## config.mk

```make
export PLATFORM = sky130hd
export DESIGN_NAME = popcount64
export DESIGN_NICKNAME = d
export VERILOG_FILES = /design/src/rtl/prbs64_checker_popcount64.sv
export SDC_FILE = /design/constraint.sdc
export NUM_CORES = 1
export LEC_CHECK = 0
export BUFFER_PORTS_ARGS = -buffer_cell sky130_fd_sc_hd__buf_4
export CORE_ASPECT_RATIO = 1.75
export CORE_MARGIN = 4
export CORE_UTILIZATION = 40
export DETAILED_ROUTE_END_ITERATION = 10
export PLACE_DENSITY = 0.7
export REMOVE_ABC_BUFFERS = 1
export SYNTH_ARGS = -nofsm -noshare
export SYNTH_HDL_FRONTEND = slang
export SYNTH_SLANG_ARGS = --single-unit
```

## constraint.sdc

```tcl
create_clock -name vclk -period 16.5
set_clock_uncertainty 0.15 [all_clocks]
set_input_delay 3.3 -clock vclk [all_inputs]
set_output_delay 3.3 -clock vclk [all_outputs]
set_load 0.01 [all_outputs]
```

## src/rtl/prbs64_checker_popcount64.sv

```systemverilog
// Combinational 64-bit population count, built as a balanced adder tree.
module popcount64 (
   input  logic [63:0] data,
   output logic [6:0]  count
);

   logic [1:0] l1 [32];
   logic [2:0] l2 [16];
   logic [3:0] l3 [8];
   logic [4:0] l4 [4];
   logic [5:0] l5 [2];

   for (genvar i = 0; i < 32; i++) begin : g_l1
      assign l1[i] = {1'b0, data[2*i]} + {1'b0, data[2*i+1]};
   end
   for (genvar i = 0; i < 16; i++) begin : g_l2
      assign l2[i] = {1'b0, l1[2*i]} + {1'b0, l1[2*i+1]};
   end
   for (genvar i = 0; i < 8; i++) begin : g_l3
      assign l3[i] = {1'b0, l2[2*i]} + {1'b0, l2[2*i+1]};
   end
   for (genvar i = 0; i < 4; i++) begin : g_l4
      assign l4[i] = {1'b0, l3[2*i]} + {1'b0, l3[2*i+1]};
   end
   for (genvar i = 0; i < 2; i++) begin : g_l5
      assign l5[i] = {1'b0, l4[2*i]} + {1'b0, l4[2*i+1]};
   end

   assign count = {1'b0, l5[0]} + {1'b0, l5[1]};

endmodule

```

==> results of run 1 <==
==> logic make-up after synthesis <==
logic type,share of synthesized area (%)
compound gates,6.22
xor+xnor,1.01
fa+ha+maj,73.4
buf+inv,18.2
simple gates,1.16
==> worst max-delay path, cell delays in order <==
cell      delay [ns]
buf_4           0.11
fa_1            0.53
inv_1           0.05
fa_1            0.50
inv_1           0.05
fa_1            0.47
inv_1           0.05
fa_1            0.47
inv_1           0.05
fa_1            0.48
inv_1           0.05
fa_1            0.49
fa_1            0.43
fa_1            0.50
inv_1           0.04
ha_1            0.21
fa_1            0.43
a211o_2         0.36
a21oi_1         0.13
o21bai_1        0.08
buf_4           0.14
==> stage by stage <==
| stage | cells | setup slack, ns | hold slack (ns) | util, % | area [um^2] |
|---|---|---|---|---|---|
| floorplan | 172 | 4.44 | 6.60 | - | 1730 |
| global placement | 292 | 4.10 | 6.75 | 56.0 | 2320 |
| detailed placement | 292 | 4.06 | 6.76 | 56.0 | 2320 |
| CTS | 292 | 4.04 | 6.76 | 56.0 | 2320 |
| global route | 292 | 3.88 | 6.77 | 56.0 | 2320 |
| finish | 292 | 4.10 | 6.76 | 56.0 | 2320 |
==> layout make-up <==
cell class         count  area, um^2  area share [%]
multi-input cells     88        1410            60.9
repair buffers        71         533            22.9
inverters             84         315            13.6
well taps             49        61.3            2.64
==> synth_stat cells, drive strengths merged, types with 2 or more instances <==
library cell / n / area, um^2
a21o: 2 / 16.3
fa: 54 / 1080
inv: 84 / 315
a211oi: 2 / 15.0
a21oi: 3 / 15.0
ha: 15 / 188
==> layer usage <==
| metal | share of wire (%) | track usage, % | vias up | wire length [um] |
|---|---|---|---|---|
| met2 | 63 | 25.8 | 42 | 1940 |
| li1 | - | - | 612 | - |
| met5 | 0 | 0 | - | 0 |
| met3 | 6.4 | 0.821 | 0 | 195 |
| met4 | 0 | 0.387 | 0 | 0 |
| met1 | 30 | 12.5 | 636 | 926 |
==> worst paths after layout <==
check / from / endpoint / slack, ns / cells after the start
hold / removal: data[2] / count[0] / 6.76 / 3
setup / recovery: data[53] / count[6] / 4.10 / 21
==> results.md, run 1 <==
* Final hold viol count at 0
* I/O Buffers at 71
* Area Overhead vs Synth at 34.4%
* Die area at 5480 um^2
* Fin. max-slew vios at 0
* RSZ-0062 raised after global routing: false
* Reg area at 0 um^2
* Post-CTS resize count at 0
* Total track usage at 12.0%
* I/O Pins at 71
* Sum Neg Setup Slack at 0 ns
* Hold Crit Class: input port to output pin
* Synth unique cells at 19
* Final min period at 12.40 ns
* FMAX at 80.6 MHz
* Final critical-path share of the clock period at 75.2%
* First drt pass iteration count at 2
* Worst-path maximum fanout at 3
* Syn Inst Count at 172
* Vias per inst at 4.42
* Mapped Area at 1730 um^2
* Grt ovf at 0
* Max Cap Viol at 0
* # clk buffers at 0
* Share of layout cells above drive strength 1 at 30.5%
* Die Ht at 95.0 um
* Wire length per cell at 10.5 um
* Routability Congestion at 0.701
* Post-synthesis sequential area ratio at 0%
* Most frequent cells in the layout: inv_1, buf_4, fa_1
* Final Setup Violations at 0
* Fillers at 394
* N_diodes at 0
* Commonest non-fill, non-tap cell in the layout: inv_1
* Number of sequential cells at 0
* Core area at 4150 um^2
* Largest net degree at the start of global routing at 6
* Final HPWL from detailed placement at 3130 um
* Initial DRC count at 5
* Slew margin rel. at 77.7%
* Crit Path Category: input port to output pin
* Hold buffer count at CTS at 0
* Initial core utilization at 41.7%
* CP Launch Type: input port
* Layout net count at 378
* Global-route wire length before repair at 5340 um
* Die width at 57.7 um
* Critical Path AT at 8.95 ns
* Status: complete, no violations
* Number of routed nets with antenna violations at 0
* Antenna violations before repair at 0
* Avg Cell Area, Syn at 10.1 um^2
* Worst Setup End Kind: output pin
* Worst path required time at 13.05 ns
* Drt drc at 0
* Ys Warns at 0
* Vias in the first global route at 1433
* Worst-Margin Slew at 0.334 ns
* Routed wire length at 3060 um
* Setup Fix Bufs, Post-CTS at 0
* Site Rows at 31
* Routed vias at 1290
Power of run 1 is not shown: default switching activity piles up to over one toggle a cycle in this logic, so the estimate is an artifact.
==> run 2, diff against run 1 <==
--- a/config.mk
+++ b/config.mk
@@ -5,12 +5,13 @@
 export SDC_FILE = /design/constraint.sdc
 export NUM_CORES = 1
 export LEC_CHECK = 0
+export ABC_AREA = 1
 export BUFFER_PORTS_ARGS = -buffer_cell sky130_fd_sc_hd__buf_4
 export CORE_ASPECT_RATIO = 1.75
 export CORE_MARGIN = 4
 export CORE_UTILIZATION = 40
 export DETAILED_ROUTE_END_ITERATION = 10
-export PLACE_DENSITY = 0.7
+export PLACE_DENSITY = 0.73
 export REMOVE_ABC_BUFFERS = 1
 export SYNTH_ARGS = -nofsm -noshare
 export SYNTH_HDL_FRONTEND = slang
==> constraint.sdc (replaced) <==
create_clock -name vclk -period 11.04
set_clock_uncertainty 0.15 [all_clocks]
set_input_delay 2.208 -clock vclk [all_inputs]
set_output_delay 2.208 -clock vclk [all_outputs]
set_load 0.01 [all_outputs]
==> results.md, run 2 <==
* Worst-Margin Slew at 0.168 ns (was 0.334 ns)
* Core Util, Final at 55.5% (was 56.0%)
* Vias in the first global route at 1370 (was 1433)
* Site Rows at 31 (unchanged)
* Most frequent cells in the layout: inv_1, buf_4, fa_1 (unchanged)
* Vias per inst at 4.27 (was 4.42)
* Die Ht at 94.4 um (was 95.0 um)
* Crit path launch: data[53] (unchanged)
* Synth unique cells at 9 (was 19)
* Area Overhead vs Synth at 34.8% (was 34.4%)
* Reg area at 0 um^2 (unchanged)
* Ys Warns at 0 (unchanged)
* Global-route wire length before repair at 5060 um (was 5340 um)
* Commonest cells post-synth: inv_1, fa_1, ha_1, nand2_1, nand3_1 (was inv_1, fa_1, ha_1, a21oi_1, a211oi_1)
* Mapped Area at 1710 um^2 (was 1730 um^2)
* Fin worst setup slack at 1.07 ns (was 4.10 ns)
* Routed wire length at 2910 um (was 3060 um)
* Setup Fix Bufs, Post-CTS at 0 (unchanged)
* FMAX at 100 MHz
* Yosys top cell area share at 63.3% (was 62.5%)
* RSZ-0062 raised after global routing: false (unchanged)
* Hold Startpoint: data[2] (unchanged)
* Max Cap Viol at 0 (unchanged)
* I/O Buffers at 71 (unchanged)
* Status: complete, no violations (unchanged)
* Die area at 5420 um^2 (was 5480 um^2)
* N_diodes at 0 (unchanged)
* First drt pass iteration count at 3 (was 2)
* Final critical-path share of the clock period at 90.3%
* Sum Neg Setup Slack at 0 ns (unchanged)
* # clk buffers at 0 (unchanged)
* Worst path required time at 8.68 ns (was 13.05 ns)
* Worst Setup End Kind: output pin (unchanged)
* Share of layout cells above drive strength 1 at 28.4% (was 30.5%)
* Total track usage at 11.3% (was 12.0%)
* Largest net degree at the start of global routing at 6 (unchanged)
* Pre-CTS setup slack at 1.07 ns (was 4.06 ns)
* Layout net count at 385 (was 378)
* Number of routed nets with antenna violations at 0 (unchanged)
* Post-CTS resize count at 0 (unchanged)
* Initial core utilization at 41.2% (was 41.7%)
* Wire length per cell at 9.75 um (was 10.5 um)
* Core area at 4150 um^2 (unchanged)
* Final hold viol count at 0 (unchanged)
* Number of sequential cells at 0 (unchanged)
* Hold Crit Class: input port to output pin (unchanged)
* Routability Congestion at 0.731 (was 0.701)
* Area leader, netlist: fa_1 (unchanged)
* Non-filler cells, final at 299 (was 292)
* Syn Inst Count at 179 (was 172)
* Count leader, synth: inv_1 (unchanged)
* Worst-path maximum fanout at 3 (unchanged)
* Placed cells at 299 (was 292)
* Final min period at 9.97 ns
* Avg Cell Area, Syn at 9.54 um^2 (was 10.1 um^2)
* Slew margin rel. at 88.8% (was 77.7%)
* Post-synthesis sequential area ratio at 0% (unchanged)
* Fin. max-slew vios at 0 (unchanged)
* Grt ovf at 0 (unchanged)
* Die width at 57.4 um (was 57.7 um)
* Routed vias at 1276 (was 1290)
* Crit Path Category: input port to output pin (unchanged)
* Drt drc at 0 (unchanged)
* Critical Path AT at 7.61 ns (was 8.95 ns)
* Initial DRC count at 11 (was 5)
* Antenna violations before repair at 0 (unchanged)
* Area contributors post-synth: fa_1, inv_1, ha_1 (unchanged)
* Commonest non-fill, non-tap cell in the layout: inv_1 (unchanged)
* Final Setup Violations at 0 (unchanged)
* I/O Pins at 71 (unchanged)
* CP Launch Type: input port (unchanged)
* Final HPWL from detailed placement at 3000 um (was 3130 um)
* Hold buffer count at CTS at 0 (unchanged)
[run 2: cell types whose count changed in the layout (fill, tap and decap cells not counted), sizes merged, moves of 2 or more]
cell / before / now
a21o: 2 / 0
xor2: 1 / 3
nand3: 0 / 4
inv: 84 / 86
nand2: 0 / 10
nor2: 1 / 3
a211oi: 2 / 0
[run 2: layout make-up]
class / instances / area, um^2
Fill cell: 382 / 1850
Inverter: 86 / 323
Multi-Input combinational cell: 93 / 1390
Tap cell: 49 / 61.3
Timing Repair Buffer: 71 / 533
[run 2: worst paths after layout]
check / to / slack [ns] / cells past startpoint
worst min-delay path: count[0] / 4.57 / 3
worst max-delay path: count[4] / 1.07 / 21
[run 2: metrics by stage]
step	instance area [um^2]	hold WS, ns
6_report	2300	4.57
3_5_place_dp	2300	4.57
4_1_cts	2300	4.57
2_1_floorplan	1710	4.42
5_1_grt	2300	4.58
3_3_place_gp	2300	4.57
[run 2: critical path, stage by stage]
cell	delay, ns
buf_4	0.11
fa_1	0.53
inv_1	0.05
fa_1	0.50
inv_1	0.05
fa_1	0.48
inv_1	0.06
fa_1	0.49
inv_1	0.05
fa_1	0.48
inv_1	0.06
fa_1	0.50
fa_1	0.44
fa_1	0.49
inv_1	0.04
ha_1	0.21
fa_1	0.40
nand3_1	0.10
nand2_1	0.08
xor2_1	0.15
buf_4	0.14
[run 2: cell families after synthesis]
family	after synthesis	synth area share, %
buf+inv	86	18.9
fa+ha+maj	69	74.3
simple gates	18	4.40
compound gates	3	0.879
xor+xnor	3	1.54
[run 2: routing by layer]
layer / vias up / track usage, % / wire, um
li1: 616 / - / -
met1: 618 / 11.7 / 818
met2: 42 / 24.2 / 1830
met3: 0 / 1.78 / 267
met4: 0 / 0 / 0
met5: - / 0 / 0
Power of run 2 is left out for the same reason.
